$ cat src/rtl/ax_kogge_stone_pipe.sv
// Three-stage approximate Kogge-Stone adder with a per-beat exact/approximate switch.
// The exact sum is computed in parallel for every beat and feeds saturating error counters.
module ax_kogge_stone_pipe #(
  parameter int WIDTH = 16,
  parameter int K     = 8,
  parameter int ERR_W = 32
) (
  input  logic               clk,
  input  logic               rst,
  input  logic               in_valid,
  output logic               in_ready,
  input  logic [WIDTH:1]     A,
  input  logic [WIDTH:1]     B,
  input  logic               Carry_in,
  input  logic               approx_en,
  output logic               out_valid,
  input  logic               out_ready,
  output logic [WIDTH+1:1]   Sum,
  output logic [WIDTH:0]     Carry_Out,
  input  logic               err_clr,
  output logic [ERR_W-1:0]   err_count,
  output logic [ERR_W-1:0]   err_dist
);

  localparam int DW = ((ERR_W > WIDTH + 1) ? ERR_W : WIDTH + 1) + 1;

  // Position 0 of every prefix vector carries the seed (g = carry-in, p = 0).
  function automatic logic [WIDTH:0] ks_prefix(input logic [WIDTH:0] g_in,
                                               input logic [WIDTH:0] p_in);
    logic [WIDTH:0] g, p, g_nx, p_nx;
    g = g_in;
    p = p_in;
    for (int d = 1; d <= WIDTH; d = d * 2) begin
      g_nx = g;
      p_nx = p;
      for (int j = d; j <= WIDTH; j++) begin
        g_nx[j] = g[j] | (p[j] & g[j-d]);
        p_nx[j] = p[j] & p[j-d];
      end
      g = g_nx;
      p = p_nx;
    end
    return g;
  endfunction

  logic adv;
  assign in_ready = out_ready | ~out_valid;
  assign adv      = in_ready;

  logic           s1_valid, s1_apx;
  logic [WIDTH:0] s1_g;
  logic [WIDTH:1] s1_p;

  always_ff @(posedge clk) begin
    if (rst) begin
      s1_valid <= 1'b0;
      s1_apx   <= 1'b0;
      s1_g     <= '0;
      s1_p     <= '0;
    end else if (adv) begin
      s1_valid <= in_valid;
      s1_apx   <= approx_en;
      s1_g     <= {A & B, Carry_in};
      s1_p     <= A ^ B;
    end
  end

  logic [WIDTH:0] p_full, g_ap, p_ap, c_ex_nx, c_ap_nx;

  // Approximate path: bits below K are killed, bit K seeds the upper prefix with G[K]
  // (or Carry_in when K=0), and the low carries are just the local generates.
  always_comb begin
    p_full = {s1_p, 1'b0};
    g_ap   = '0;
    p_ap   = '0;
    for (int j = 0; j <= WIDTH; j++) begin
      if (j >= K) g_ap[j] = s1_g[j];
      if (j > K)  p_ap[j] = p_full[j];
    end
    c_ex_nx = ks_prefix(s1_g, p_full);
    c_ap_nx = ks_prefix(g_ap, p_ap);
    for (int j = 0; j <= K; j++) c_ap_nx[j] = s1_g[j];
  end

  logic           s2_valid, s2_apx;
  logic [WIDTH:1] s2_p;
  logic [WIDTH:0] s2_c_ex, s2_c_ap;

  always_ff @(posedge clk) begin
    if (rst) begin
      s2_valid <= 1'b0;
      s2_apx   <= 1'b0;
      s2_p     <= '0;
      s2_c_ex  <= '0;
      s2_c_ap  <= '0;
    end else if (adv) begin
      s2_valid <= s1_valid;
      s2_apx   <= s1_apx;
      s2_p     <= s1_p;
      s2_c_ex  <= c_ex_nx;
      s2_c_ap  <= c_ap_nx;
    end
  end

  logic [WIDTH-1:0] c_sum;
  logic [WIDTH+1:1] sum_ex_nx, sum_ap_nx;
  logic [WIDTH:0]   dist_nx;

  // Carry_in is reported on Carry_Out[0] in approximate mode but only enters the sum when K=0.
  always_comb begin
    c_sum = s2_c_ap[WIDTH-1:0];
    if (K > 0) c_sum[0] = 1'b0;
    sum_ex_nx = {s2_c_ex[WIDTH], s2_p ^ s2_c_ex[WIDTH-1:0]};
    sum_ap_nx = {s2_c_ap[WIDTH], s2_p ^ c_sum};
    dist_nx   = sum_ex_nx - sum_ap_nx;
  end

  logic           s3_apx, s3_diff;
  logic [WIDTH:0] s3_dist;

  always_ff @(posedge clk) begin
    if (rst) begin
      out_valid <= 1'b0;
      Sum       <= '0;
      Carry_Out <= '0;
      s3_apx    <= 1'b0;
      s3_diff   <= 1'b0;
      s3_dist   <= '0;
    end else if (adv) begin
      out_valid <= s2_valid;
      Sum       <= s2_apx ? sum_ap_nx : sum_ex_nx;
      Carry_Out <= s2_apx ? s2_c_ap : s2_c_ex;
      s3_apx    <= s2_apx;
      s3_diff   <= (sum_ex_nx != sum_ap_nx);
      s3_dist   <= dist_nx;
    end
  end

  logic          hs;
  logic [DW-1:0] dist_acc;

  assign hs = out_valid & out_ready;

  always_comb begin
    dist_acc = DW'(err_dist) + DW'(s3_dist);
  end

  always_ff @(posedge clk) begin
    if (rst || err_clr) begin
      err_count <= '0;
      err_dist  <= '0;
    end else if (hs && s3_apx) begin
      if (s3_diff && (err_count != '1)) err_count <= err_count + ERR_W'(1);
      err_dist <= (|dist_acc[DW-1:ERR_W]) ? '1 : dist_acc[ERR_W-1:0];
    end
  end

endmodule

$ cat config.mk
export PLATFORM = sky130hd
export DESIGN_NAME = ax_kogge_stone_pipe
export DESIGN_NICKNAME = d
export VERILOG_FILES = /design/src/rtl/ax_kogge_stone_pipe.sv
export SDC_FILE = /design/constraint.sdc
export NUM_CORES = 1
export LEC_CHECK = 0
export CAP_MARGIN = 20
export CELL_PAD_IN_SITES_DETAIL_PLACEMENT = 1
export CELL_PAD_IN_SITES_GLOBAL_PLACEMENT = 1
export CORE_MARGIN = 1
export CORE_UTILIZATION = 37
export DETAILED_ROUTE_END_ITERATION = 8
export PLACE_DENSITY_LB_ADDON = 0.1
export SLEW_MARGIN = 30
export SYNTH_ARGS = -nofsm -noshare
export SYNTH_HDL_FRONTEND = slang
export SYNTH_SLANG_ARGS = --single-unit
$ cat constraint.sdc
create_clock -name clk -period 2.9 [get_ports clk]
set_input_delay 0.58 -clock clk [delete_from_list [all_inputs] [get_ports clk]]
set_output_delay 0.58 -clock clk [all_outputs]
set_load 0.05 [all_outputs]
==> Word level (Yosys, flattened, before mapping) <==
Cells that the tools add are included.
W data, S select, Z words.
{ "classes": {"n_addsub": 3, "n_eq_ne": 2, "mux": 3, "bitwise": 163, "reduce_logical": 4} }
{ "op_table": {"columns": ["op", "n"], "rows": [
  ["$and A1 B1 Y1", 98],
  ["$or A1 B1 Y1", 60],
  ["$xor A16 B16 Y16", 3],
  ["$mux W17", 2],
  ["$add A32 B17 Y33", 1],
  ["$add A32 B1 Y32 const B", 1],
  ["$mux W32", 1],
  ["$ne A32 B32 Y1 const B", 1],
  ["$ne A17 B17 Y1", 1],
  ["$sub A17 B17 Y17", 1],
  ["$and A16 B16 Y16", 1],
  ["$logic_and A1 B1 Y1", 2],
  ["$reduce_and A2 Y1", 1],
  ["$logic_or A1 B1 Y1", 1],
  ["$not A1 Y1", 1]
]} }
{ "totals": {"ff_bits": 205, "input_bits": 39, "output_inout_bits": 100, "wordCells": 192} }

==> Logic depth before layout (Yosys ltp) <==
{ "depth": {"ltp_word": 9, "ltp_mapped": 15, "ltp_nobuf": 15} }

==> Least setup slack after synthesis <==
OpenSTA, ideal clock, no wires.
{ "synth_timing": {"kind": "register -> register", "from": "register err_dist[0]", "to": "register err_dist[10]", "t_arrival_ns": 3.324, "required_time_ns": 2.768, "path_slack_ns": -0.557, "path_stages_with_launch": 16, "path_buffers": 1, "synth_period_minus_slack_ns": 3.457, "path_cell_list": "dfxtp_1 > ha_1 > fa_1 > a21o_1 > a21oi_2 > o21bai_2 > a21oi_2 > o21bai_2 > a21oi_2 > o21a_1 > o41ai_4 > a21oi_2 > nor4_1 > nor2_1 > clkbuf_1 > a21oi_1"} }
{ "synth_between": {"elab_chain_cells": 2} }
{ "synth_lines": {"columns": ["element", "line", "rtl"], "rows": [
  ["start: declaration", "22", "output logic [ERR_W-1:0] err_dist"],
  ["start signal: assignment", "154", "err_dist <= (|dist_acc[DW-1:ERR_W]) ? '1 : dist_acc[ERR_W-1:0];"],
  ["$add A32 B17 Y33", "145", "dist_acc = DW'(err_dist) + DW'(s3_dist);"],
  ["$mux W32", "154", null]
]} }
No other way between the ends.
A chain may end at the register's enable or synchronous reset.

==> Worst setup path in the final report <==
{ "layout_timing": {"from": "register s2_c_ex[1]", "to": "register s3_dist[16]"} }
{ "layout_between": {"elab_chain_cells": 2} }
{ "layout_lines": {"columns": ["element", "line", "rtl"], "rows": [
  ["start: declaration", "87", "logic [WIDTH:0] s2_c_ex, s2_c_ap;"],
  ["start signal: assignment", "100", "s2_c_ex <= c_ex_nx;"],
  ["$xor A16 B16 Y16", "113", "sum_ex_nx = {s2_c_ex[WIDTH], s2_p ^ s2_c_ex[WIDTH-1:0]};"],
  ["$sub A17 B17 Y17", "115", "dist_nx = sum_ex_nx - sum_ap_nx;"],
  ["end signal: assignment", "135", "s3_dist <= dist_nx;"],
  ["end: declaration", "119", "logic [WIDTH:0] s3_dist;"]
]} }
No other way between the ends.

==> flow_summary.json <==
{
  "cts_tree": "done",
  "ctsHoldBuffers": 0,
  "dpl_cell_area_sq_um": 12400,
  "route.met2.wl_mm": 14.8,
  "pwr-share-seq_pct": 40.5,
  "r2r_cells": 13,
  "synthMuxAreaShare_pct": 1.87,
  "top_layer": "met4",
  "portBuffers": 138,
  "grt_pass1_vias": 9689,
  "p_int_mw": 5.58,
  "place_congestion": 0.830,
  "slowest_stage": "or4_1",
  "synth_cells": 1274,
  "fp-row-count": 60,
  "synth_flop_cell": "dfxtp_1",
  "die_w_um": 168,
  "power_density_nw_per_um2": 549,
  "final_util_pct": 51.3,
  "end_kind": "flip-flop",
  "ir_drop_v": 0.000348,
  "synth_area_leaders": "dfxtp_1 (40%), nand2_1 (8.6%), a21oi_1 (7.5%)",
  "gr-total-overflow": 0,
  "rrSetupSlack_ps": -70,
  "fillCellCount": 3213,
  "max-cap-violations": 0,
  "die_y_um": 168,
  "relSlewSlack_pct": 37.1,
  "worstReg2RegStart": "s2_c_ex[1]",
  "yosysSeqAreaShare_pct": 39.9,
  "yosysTopAreaCellShare_pct": 39.9,
  "synth_edf_count": 0,
  "fin_ws_ps": -70.4,
  "p_clk_share_pct": 44.3,
  "power_frac_comb_pct": 15.2,
  "antenna_cells": 0,
  "num_vias": 9538,
  "timing.rr.end": "s3_dist[16]",
  "min-delay-start": "rst",
  "netlist_area_sq_um": 10200,
  "grt_pass1_wl_mm": 50.2,
  "violations": "setup timing",
  "grt_antenna_before_repair": 0,
  "wirelength_mm": 31.0,
  "cts_num_sinks": 203,
  "placedCellCount": 1753,
  "synth_nets": 1350,
  "critPathKind": "reg2reg",
  "min_to": "out_valid",
  "syn_area_per_cell_sq_um": 7.99,
  "synthDistinctLibCells": 72,
  "drc": 0,
  "holdPathStages": 2,
  "rsz0062_at_grt": "true",
  "hpwl_mm": 21.3,
  "worstPathArrival_ps": 3430,
  "clock-root-buffer": "clkbuf_16",
  "cts_inserted_buffers": 25,
  "postRouteAntennaNets": 0,
  "yosys.area_share.simple_pct": 21.2,
  "fin_area_sq_um": 13800,
  "swShare_pct": 26.6,
  "grt_max_degree": 121,
  "setup_viol": 16,
  "clkLatencyLatePin_ps": 520,
  "cts_buffer_depth": 3,
  "htreeDepth": 1,
  "skew_ps": 13.2,
  "synth.largest_area_cell": "dfxtp_1",
  "fin_tns_setup_ps": -427,
  "worstSetupStartpointType": "flip-flop",
  "synth_compound_area_share_pct": 21.1,
  "synthArstFlopShare_pct": 0,
  "die_area_sq_um": 28200,
  "synth_seq_cells": 203,
  "required_ps": 3360,
  "cp_max_fo": 5,
  "drt_iter0_drc": 422,
  "min_period_over_period_pct": 102,
  "yosysWarnings": 0,
  "wl_met1_mm": 14.6,
  "wl_per_cell_um": 17.1,
  "p_switching_mw": 2.02,
  "synth_top_family_by_area": "simple AND/OR/NAND/NOR gates",
  "synth_xor_area_share_pct": 7.23,
  "hp-class": "in2reg",
  "fmax_mhz": 337,
  "status": "complete, but fails checks",
  "nNetsFinal": 1529,
  "io_pins": 139,
  "cp_slowest_stage_delay_ps": 530,
  "layout-drive-gt1-share_pct": 16.7,
  "fp.coreArea_sq_um": 27000,
  "min_period_ps": 2970,
  "clkTransAtPathRegs_ps": 60,
  "area_delta_synth_final_pct": 35.9,
  "p_leak_nw": 5.26,
  "startpoint": "s2_c_ex[1]",
  "first_pass_iters": 5,
  "synthAdderAreaFrac_pct": 4.62,
  "slew_viol_final": 0,
  "vias_per_cell": 5.26,
  "worstMarginPinSlew_ps": 943,
  "final_cells": 1812,
  "final-hold-violation-count": 0,
  "total_power_mw": 7.59,
  "track_usage_pct": 21.6,
  "wl_met3_mm": 1.02,
  "path_cells": "or3b_1 > a31oi_4 > nor3_1 > o21a_1 > nor2_2 > a221oi_2 > nor3_2 > o31ai_2 > buf_4 > a211oi_4 > a311oi_2 > or4_1 > nand3_1",
  "start_util_pct": 37.7
}
## synthesized netlist by cell type (all sizes together) (11+ instances only)
cell,n
a211oi,35
a21o,17
a21oi,157
a31oi,11
and3,16
clkbuf,65
dfxtp,203
ha,36
inv,31
mux2i,19
nand2,232
nand2b,11
nand3,20
nand4,11
nor2,109
nor2b,11
nor3,20
o21ai,61
xnor2,49
xor2,35
## layer usage
layer  track usage, %  up-vias
met3             2.84       38
met4             5.03        0
met5                0        -
met2             37.2      163
li1                 -     4784
met1             28.5     4553
## cell usage in the layout (no fill, tap or decap), types with 10 or more instances in the layout
cell / n
mux2i_1: 19
o21ai_0: 57
clkbuf_16: 26
xnor2_1: 47
nor2_1: 106
nor3_1: 12
a21oi_2: 24
nand2_1: 232
buf_4: 82
dfxtp_1: 185
xor2_1: 34
nor2b_1: 10
nand3_1: 19
a21oi_1: 131
nand2b_1: 10
and3_1: 15
ha_1: 33
a21o_1: 17
clkdlybuf4s50_1: 136
a211oi_1: 32
nand4_1: 10
dfxtp_2: 16
inv_1: 30
## worst max-delay path: cells and delay by family, from the launching register on
kind	cells	cell delay (ps)
flip-flops	1	390
buffers and inverters	1	160
AND/OR/NAND/NOR	6	1490
AO/OA/AOI/OAI	6	860
## flip-flops by register name (all words and copies together) (netlist names), 16 cells and up
name and flops:
Carry_Out 16, err_count 32, s2_p 16, s3_dist 17, s2_c_ex 17, s1_g 17, Sum 17, s2_c_ap 16
s1_p 16, err_dist 32
## worst max-delay path by stage
stage / to / slack (ps) / depth (start not counted)
after floorplan: err_count[31] / 6 / 12
after global placement: err_dist[31] / -80 / 14
after detailed placement: s3_dist[11] / -120 / 13
after CTS: err_dist[31] / -8 / 14
after global routing: s3_dist[16] / -200 / 13
final: s3_dist[16] / -70 / 13
## cell type report
| cell class | count | area (sq um) | area share, % |
|---|---|---|---|
| multi-input cells | 966 | 6180 | 44.7 |
| well taps | 341 | 427 | 3.09 |
| clock inverters | 7 | 140 | 1.01 |
| clock buffers | 38 | 754 | 5.46 |
| inverters | 31 | 119 | 0.859 |
| repair buffers | 226 | 2120 | 15.3 |
| flip-flops and latches | 203 | 4090 | 29.6 |
## kinds of logic (layout without fill, tap and decap cells)
family | Yosys count | in the layout
simple gates | 480 | 480
fa+ha+maj | 37 | 37
flops | 203 | 203
mux | 19 | 19
compound gates | 345 | 346
xor+xnor | 84 | 84
buf+inv | 106 | 302
## metrics by stage
stage          hold WS, ps  setup slack [ps]
2_1_floorplan          432              5.68
3_3_place_gp           440             -78.2
3_5_place_dp           446              -117
4_1_cts                416             -7.85
5_1_grt                448              -202
6_report               431             -70.4
## power groups by stage
stage | Clock [mW] | Sequential, mW | Combinational [mW]
global placement | 0 | 3.13 | 1.04
CTS | 3.45 | 3.07 | 1.10
floorplan | 0 | 3.16 | 0.631
finish | 3.36 | 3.08 | 1.15
detailed placement | 0 | 3.13 | 1.06
global route | 3.57 | 3.09 | 1.27
## what timing repair did
item | CTS | global route
pin swaps | 10 | 37
gates resized for setup | 18 | 74
buffers inserted | 4 | 9
cloned | 1 | 1
setup endpoints to repair | 34 | 40
Power figures use the tool's default switching activity.
